===== config.mk =====
export PLATFORM = sky130hd
export DESIGN_NAME = demux4_stream
export DESIGN_NICKNAME = d
export VERILOG_FILES = /design/src/rtl/demux4_stream.sv
export SDC_FILE = /design/constraint.sdc
export NUM_CORES = 1
export LEC_CHECK = 0
export BUFFER_PORTS_ARGS = -buffer_cell sky130_fd_sc_hd__buf_2
export CAP_MARGIN = 0
export CELL_PAD_IN_SITES_DETAIL_PLACEMENT = 2
export CELL_PAD_IN_SITES_GLOBAL_PLACEMENT = 2
export CORE_UTILIZATION = 31
export CTS_CLUSTER_DIAMETER = 100
export DETAILED_ROUTE_END_ITERATION = 8
export PLACE_DENSITY_LB_ADDON = 0.1
export SKIP_LAST_GASP = 1
export SYNTH_ARGS = -nofsm -noshare
export SYNTH_HDL_FRONTEND = slang
export SYNTH_SLANG_ARGS = --single-unit

===== constraint.sdc =====
create_clock -name clk -period 1.7 [get_ports clk]
set_clock_uncertainty 0.15 [all_clocks]
set_input_delay 0.17 -clock clk [delete_from_list [all_inputs] [get_ports clk]]
set_output_delay 0.17 -clock clk [all_outputs]
set_load 0.1 [all_outputs]

===== src/rtl/demux4_stream.sv =====
// 1->4 valid/ready stream demultiplexer with a one-entry holding register per channel.
// Optional per-channel drain counters (cnt0..cnt3) are built when DEMUX4_STREAM_CNT_EN is defined.

// Per-channel state (full flag):
//   state | meaning
//   EMPTY | out_valid[i]=0, channel can take a beat
//   FULL  | out_valid[i]=1, out_data_i holds a beat for consumer i
module demux4_stream #(
    parameter int DATA_W = 8
) (
    input  logic              clk,
    input  logic              rst_n,
    input  logic              in_valid,
    output logic              in_ready,
    input  logic [DATA_W-1:0] in_data,
    input  logic [1:0]        sel,
    output logic [3:0]        out_valid,
    input  logic [3:0]        out_ready,
    output logic [DATA_W-1:0] out_data0,
    output logic [DATA_W-1:0] out_data1,
    output logic [DATA_W-1:0] out_data2,
    output logic [DATA_W-1:0] out_data3
`ifdef DEMUX4_STREAM_CNT_EN
    ,
    output logic [7:0]        cnt0,
    output logic [7:0]        cnt1,
    output logic [7:0]        cnt2,
    output logic [7:0]        cnt3
`endif
);

    logic [3:0]        full_q;
    logic [DATA_W-1:0] data_q [4];
    logic [3:0]        drain;
    logic [3:0]        load;
    logic              accept;

    // Ready depends only on the addressed channel, so a stalled channel
    // blocks the producer only while sel points at it.
    assign in_ready = rst_n & (~full_q[sel] | out_ready[sel]);
    assign accept   = in_valid & in_ready;

    always_comb begin
        load  = 4'b0000;
        drain = full_q & out_ready;
        if (accept) begin
            load[sel] = 1'b1;
        end
    end

    always_ff @(posedge clk or negedge rst_n) begin
        if (!rst_n) begin
            full_q <= 4'b0000;
            for (int i = 0; i < 4; i++) begin
                data_q[i] <= '0;
            end
        end else begin
            for (int i = 0; i < 4; i++) begin
                if (load[i]) begin
                    full_q[i] <= 1'b1;
                    data_q[i] <= in_data;
                end else if (drain[i]) begin
                    full_q[i] <= 1'b0;
                end
            end
        end
    end

    assign out_valid = full_q;
    assign out_data0 = data_q[0];
    assign out_data1 = data_q[1];
    assign out_data2 = data_q[2];
    assign out_data3 = data_q[3];

`ifdef DEMUX4_STREAM_CNT_EN
    logic [7:0] cnt_q [4];

    // Counts drains only; a pass-through cycle (drain+load) is one drain.
    always_ff @(posedge clk or negedge rst_n) begin
        if (!rst_n) begin
            for (int i = 0; i < 4; i++) begin
                cnt_q[i] <= 8'd0;
            end
        end else begin
            for (int i = 0; i < 4; i++) begin
                if (drain[i]) begin
                    cnt_q[i] <= cnt_q[i] + 8'd1;
                end
            end
        end
    end

    assign cnt0 = cnt_q[0];
    assign cnt1 = cnt_q[1];
    assign cnt2 = cnt_q[2];
    assign cnt3 = cnt_q[3];
`endif

endmodule


* After elaboration in Yosys (flattened, before gate mapping)
Cells that the tools add are included.
Storage, ports and cells: bits of input ports 17, flip-flop bits (word level) 36, output and inout bits 37, word-level logic and storage cells 35
Cells by class: $lt $le $gt $ge 2, mux-type cells 15, reductions and logical operators 5, bitwise gates (word level) 5
Operators by type and width (number):
- 1-bit two-way mux | 11
- 2-bit nonzero test | 4
- 4-bit AND | 1
- 1-bit binary-select mux with 2-bit select | 2
- 4-bit two-way mux | 1
- 2-bit by 3-bit < comparator with 1-bit output (second input constant) | 1
- 1-bit AND | 2
- 1-bit demux with 2-bit select | 1
- 2-bit by 1-bit >= comparator with 1-bit output (second input constant) | 1
- 1-bit logical AND | 1
- 1-bit inverter | 1
- 1-bit OR | 1

* Longest topological paths before layout
Gate-level depths: netlist (run 1).
depth after elaboration 8, depth in mapped cells 4, depth with buffers taken out 3

* Worst setup path after synthesis (run 1)
No wires, ideal clock.
kind register to output, start reg full_q[0] (netlist: out_valid[0]), end out in_ready, arrival 2.603 ns, path buffers 0, data required time 1.380 ns, slack -1.223 ns, cell stages (with the launch flop) 4, path through dfrtp_1 -> nand2b_1 -> o311ai_0 -> a21oi_1
On the way: longest elaborated chain between the ends 5
Ends and longest elaborated chain:
- start, declared | RTL line 32 | logic [3:0] full_q;
- start signal, assigned | RTL line 53 | full_q <= 4'b0000;
- start signal, assigned by index | RTL line 60 | full_q[i] <= 1'b1;
- start signal, assigned by index | RTL line 63 | full_q[i] <= 1'b0;
- 1-bit binary-select mux with 2-bit select | RTL line 40 | assign in_ready = rst_n & (~full_q[sel] | out_ready[sel]);
- 1-bit two-way mux (implied by the code) | RTL line 40
- 1-bit inverter | RTL line 40
- 1-bit OR | RTL line 40
- 1-bit AND | RTL line 40
- end, declared | RTL line 14 | output logic in_ready,
No other way between the ends. The select of a mux whose other input is x is not followed.

* Worst setup path in the final report (run 1)
start reg full_q[1] (netlist: out_valid[1]), end out in_ready
The elaborated chain is that of the path after synthesis.

==> run summary, run 1 <==
status: completed
Synth area leaders: dfrtp_1, mux2_2, nand3_2, nand2b_1, nor3_4
fmax: 606 MHz
Crit Path Max Fanout: 3
Worst EP arrival: 1330 ps
wire length per cell after detailed routing: 17.6 um
post-route minimum period: 1650 ps
Final Net Count: 174
gpl congestion: 0.706
vias in the first global route: 1131
Rows: 24
fillers: 452
top cells by count, synth: dfrtp_1, mux2_2, nand2b_1
n_diodes: 0
Tot Pwr: 3.61 mW
Synth Net Count: 108
first-pass GRT wire length: 5.95 mm
Setup crit start kind: flip-flop
Setup crit end kind: output pin
Synth Area in XOR/XNOR: 0%
RSZ-0062 raised after global routing: true
Adder-Cell Fraction of Synth Area: 0%
post-synth top area share: 62.5%
clock tree sinks: 36
Core ar.: 4410 um2
CTS clk-pin slew, worst paths: 70 ps
H-tree lvl count: 2
CTS Buf Count: 5
number of buffers added on ports: 53
routed via count: 1006
Congestion Overflow GR: 0
post-synthesis compound-gate area fraction: 1.48%
Starting DRT DRC Count: 26
multiplexer share of the synthesized area: 25.7%
Final Hold Violating Endpoints: 0
Warnings, synthesis: 0
Vert. Die Dim: 70.2 um
share of cells above drive strength 1: 72.2%
final setup violation count: 0
Avg Inst Size Synth: 15.8 um2
critical path required time: 1380 ps
DRT antenna net count: 0
fin crit share: 97.1%
Multi-input gate area: 579 um2
Placed Instance Area: 1850 um2
Hold Path Stages: 3
Setup CP Type: flip-flop to output pin
top-count cell post-synth: dfrtp_1
largest net degree at the start of global routing: 30
CTS tree: built
Top FF cell, synth: dfrtp_1
top cell type by total area after synthesis: dfrtp_1
ys async rst share: 100%
DR vias/cell: 4.79
Initial Utilization: 32.7%
die width: 70.2 um
largest family of logic cells by synthesized area: multiplexers
Post-Syn Instances: 91
EDFF count, synth: 0
post-synthesis sequential area ratio: 62.5%
PwrDens: 1780 nW/um2
Mapped Area: 1440 um2
gr usage total: 16.3%
Area Overhead vs Synth: 40.8%
HPWL Detailed: 2.80 mm
Max-cap violations: 0
Ports: 54
Yosys cell types: 22
DRC viols: 0
setup TNS: 0 ps
clk buf depth: 2
die area: 4930 um2
Clk Latency, worst-skew pair: 290 ps
Post-Synth Simple-Gate Area: 8.42%
Worst Tran Pin Value: 495 ps
root buffer cell: clkbuf_8
worst-case reg-to-reg path depth: 4
Final Max Slew Viols: 0
Seq cells post-synth: 36
Peak VDD IR: 0.853 mV
Register Area: 913 um2
Leakage: 0.983 nW
post-route cell area: 2030 um2
Max-Slew Margin vs Limit: 67.2%
1st-pass router iterations: 2
Worst Hold Class: input port to flip-flop
antenna violations before repair: 0
Detailed Route WL: 3.70 mm
[path summary, 6_finish.rpt]
kind / startpoint / end / slack, ps
setup / recovery: out_valid[1] / in_ready / 50
hold / removal: out_ready[2] / out_valid[2] / 7
setup reg to reg: out_valid[1] / out_data1[1] / 110
hold reg to reg: out_data1[6] / out_data1[6] / 350
max in group asynchronous: rst_n / out_valid[0] / 730
min in group asynchronous: rst_n / out_data0[3] / 370
[final cells by class]
cell class                      instances  share of cell area, %
Timing Repair Buffer                   62                   18.1
Multi-Input combinational cell         51                   28.5
Sequential cell                        36                   45.0
Tap cell                               52                   3.21
Inverter                                1                  0.185
Clock buffer                            8                   4.93
[cells by family after synthesis]
group | Yosys count
compound gates | 3
mux | 33
flops | 36
buf+inv | 4
simple gates | 15
[routing by layer]
layer  vias up  GRT usage, %  wire length [um]
li1        452             -                 -
met5         -             0                 0
met4         0          4.00                28
met3         4          5.48               192
met2        35          29.5              2040
met1       515          18.4              1440
[through the flow]
step	util (%)	hold WS [ps]	setup slack [ps]	std cells
2_1_floorplan	-	-276	-74.1	91
3_3_place_gp	42.0	16.7	168	197
3_5_place_dp	42.0	35.9	133	197
4_1_cts	45.0	2.00	-15.9	208
5_1_grt	46.0	14.3	-7.27	210
6_report	46.0	7.17	48.8	210
[critical path, stage by stage (launching register included)]
cell and delay [ps]:
dfrtp_4 490, nand4bb_4 110, o311ai_4 100, a21oi_4 150
buf_12 190
[flip-flops by register name, summed over array words and instances (netlist names)]
register / count
out_data3: 8
out_data1: 8
out_data2: 8
out_data0: 8
out_valid: 4
[cell usage in the layout (no fill, tap or decap), drive strengths merged, types with 2 or more instances in the layout]
cell         instances
dfrtp               36
dlygate4sd3          3
nand2                2
clkbuf               8
mux2                32
nand3                2
nand2b               3
buf                 59
[where the power goes]
group          internal [mW]  leakage [nW]  switching [mW]
Combinational          0.295         0.500            1.53
Clock                  0.370        0.0515           0.287
Sequential              1.04         0.431          0.0975
Total                   1.70         0.983            1.91
[repair_timing]
item | 4_1_cts | 5_1_grt
hold endpoints to repair | 37 | 0
gates resized for setup | 0 | 3
setup buffers | 0 | 2
setup endpoints to repair | 1 | 1
pin swaps | 0 | 1
hold buffers | 3 | 0
Power figures use the tool's default switching activity.
==> run 2: changes to the inputs <==
--- a/config.mk
+++ b/config.mk
@@ -12,6 +12,7 @@
 export CORE_UTILIZATION = 31
 export CTS_CLUSTER_DIAMETER = 100
 export DETAILED_ROUTE_END_ITERATION = 8
+export MAX_ROUTING_LAYER = met4
 export PLACE_DENSITY_LB_ADDON = 0.1
 export SKIP_LAST_GASP = 1
 export SYNTH_ARGS = -nofsm -noshare
==> run 2 against run 1 <==
  * Flip-flop and latch count stayed put
  * First-iteration DRC count is 19% higher
  * Sequential power hardly changed
  * Clock power hardly changed
  * Utilization stayed put
==> run summary, run 2 (synthesis results as in run 1) <==
Worst Tran Pin Value: 499 ps (was 495 ps)
n_diodes: 0 (unchanged)
Leakage: 0.983 nW (unchanged)
root buffer cell: clkbuf_8 (unchanged)
CP top delay family: flip-flops (unchanged)
Area Overhead vs Synth: 40.8% (unchanged)
Setup crit end kind: output pin (unchanged)
r2r setup slk: 100 ps (was 110 ps)
Max-Slew Margin vs Limit: 67.0% (was 67.2%)
share of cells above drive strength 1: 72.2% (unchanged)
most frequent cells in the layout: buf_2, dfrtp_1, mux2_2, clkbuf_8, buf_4 (unchanged)
wire length per cell after detailed routing: 17.5 um (was 17.6 um)
Setup CP Type: flip-flop to output pin (unchanged)
gr usage total: 16.8% (was 16.3%)
leading cell type in the layout, fill and taps excluded: buf_2 (unchanged)
Clk Latency, worst-skew pair: 280 ps (was 290 ps)
Final Net Count: 174 (unchanged)
Ports: 54 (unchanged)
highest routed layer: met4 (unchanged)
CTS clk-pin slew, worst paths: 70 ps (about the same)
Met1 Wirelength: 1.46 mm (was 1.44 mm)
clock tree sinks: 36 (unchanged)
1st-pass router iterations: 4 (was 2)
Crit Path Max Fanout: 3 (unchanged)
Final Max Slew Viols: 0 (unchanged)
routed via count: 1003 (was 1006)
Clock power frac: 18.1% (was 18.2%)
Setup crit start kind: flip-flop (unchanged)
Peak VDD IR: 0.854 mV (was 0.853 mV)
die area: 4930 um2 (unchanged)
slowest stage delay, CP: 490 ps (about the same)
Starting DRT DRC Count: 31 (was 26)
H-tree lvl count: 2 (unchanged)
Hold EP: out_valid[2] (unchanged)
number of buffers added on ports: 53 (unchanged)
worst r2r src: out_valid[1] (unchanged)
Psw: 1.91 mW (about the same)
Final Hold Violating Endpoints: 0 (unchanged)
fmax: 606 MHz (about the same)
vias in the first global route: 1132 (was 1131)
Hold Path Stages: 3 (unchanged)
CP bufs+invs: 1 (unchanged)
Core ar.: 4410 um2 (unchanged)
final setup violation count: 0 (unchanged)
final core occ: 46.0% (unchanged)
clk buf depth: 2 (unchanged)
Max-cap violations: 0 (unchanged)
Pint: 1.70 mW (about the same)
reg-to-reg critical path endpoint: out_data1[1] (unchanged)
status: completed (unchanged)
worst-case reg-to-reg path depth: 4 (unchanged)
HP Start: out_ready[2] (unchanged)
PwrDens: 1780 nW/um2 (about the same)
Logic pwr share: 50.5% (about the same)
CTS tree: built (unchanged)
Vert. Die Dim: 70.2 um (unchanged)
setup ws final: 50.6 ps (was 48.8 ps)
worst-path cell chain: nand4bb_4 -> o311ai_4 -> a21oi_4 -> buf_12 (unchanged)
DR vias/cell: 4.78 (was 4.79)
critical path required time: 1380 ps (about the same)
Worst Hold Class: input port to flip-flop (unchanged)
largest net degree at the start of global routing: 30 (unchanged)
HPWL Detailed: 2.80 mm (unchanged)
Switching Fraction: 52.9% (about the same)
Congestion Overflow GR: 0 (unchanged)
CTS Buf Count: 5 (unchanged)
antenna violations before repair: 0 (unchanged)
post-route minimum period: 1650 ps (about the same)
Worst EP arrival: 1330 ps (about the same)
critical path's slowest cell: dfrtp_4 (unchanged)
met3 WL: 174 um (was 192 um)
dpl ws: 133 ps (unchanged)
die width: 70.2 um (unchanged)
Sequential Power Share: 31.4% (about the same)
RSZ-0062 raised after global routing: true (unchanged)
first-pass GRT wire length: 5.95 mm (about the same)
Initial Utilization: 32.7% (unchanged)
Rows: 24 (unchanged)
routed wl met2: 2.03 mm (was 2.04 mm)
fin crit share: 97.0% (was 97.1%)
DRT antenna net count: 0 (unchanged)
gpl congestion: 0.714 (was 0.706)
Detailed Route WL: 3.68 mm (was 3.70 mm)
DRC viols: 0 (unchanged)
run 2: repair_timing:
action,in CTS,in global routing
pin swaps,0,1
buffers inserted,0,2
endpoints found under the setup margin,1,1
resized for setup,0,3
hold buffers,3,0
endpoints found under the hold margin,37,0
run 2: how the worst max path moves through the flow:
| stage | slack (ps) | depth (start not counted) | start | to |
|---|---|---|---|---|
| finish | 50 | 4 | out_valid[1] | in_ready |
| global route | -7 | 4 | out_valid[1] | in_ready |
| CTS | -20 | 4 | out_valid[1] | in_ready |
| detailed placement | 130 | 4 | out_valid[1] | out_data1[2] |
| global placement | 170 | 4 | out_valid[1] | out_data1[2] |
| floorplan | -70 | 3 | out_valid[1] | in_ready |
run 2: worst register-to-register path: cells and delay by family, from the launching register on:
kind,cells,cell delay [ps]
buffers and inverters,1,160
DFF,1,490
muxes,1,340
and+or+nand+nor,2,330
run 2: power groups by stage:
stage,combinational (mW),clock (mW),sequential (mW)
after floorplan,0.206,0,2.44
after global placement,1.80,0,1.14
after detailed placement,1.82,0,1.15
after CTS,1.83,0.683,1.14
after global routing,1.87,0.713,1.16
final,1.82,0.653,1.13
run 2: final cells by class:
class                      count  area, um2
tap                           52       65.1
sequential                    36        913
multi-input combinational     51        579
clock buffer                   8        100
timing repair buffer          62        368
inverter                       1       3.75
fill                         452       2380
run 2: through the flow:
step	setup TNS, ps	hold slack [ps]	total power, mW	cell area [um2]	instances
2_1_floorplan	-340	-276	2.65	1490	91
3_3_place_gp	0	16.7	2.93	1850	197
3_5_place_dp	0	35.9	2.98	1850	197
4_1_cts	-15.9	2.00	3.65	1980	208
5_1_grt	-7.27	14.3	3.74	2030	210
6_report	0	8.60	3.61	2030	210
run 2: metal layers:
layer / up-vias / global-route usage, %
met3: 4 / 5.05
li1: 452 / -
met2: 35 / 29.4
met4: 0 / 4.00
met1: 512 / 18.9
met5: - / -
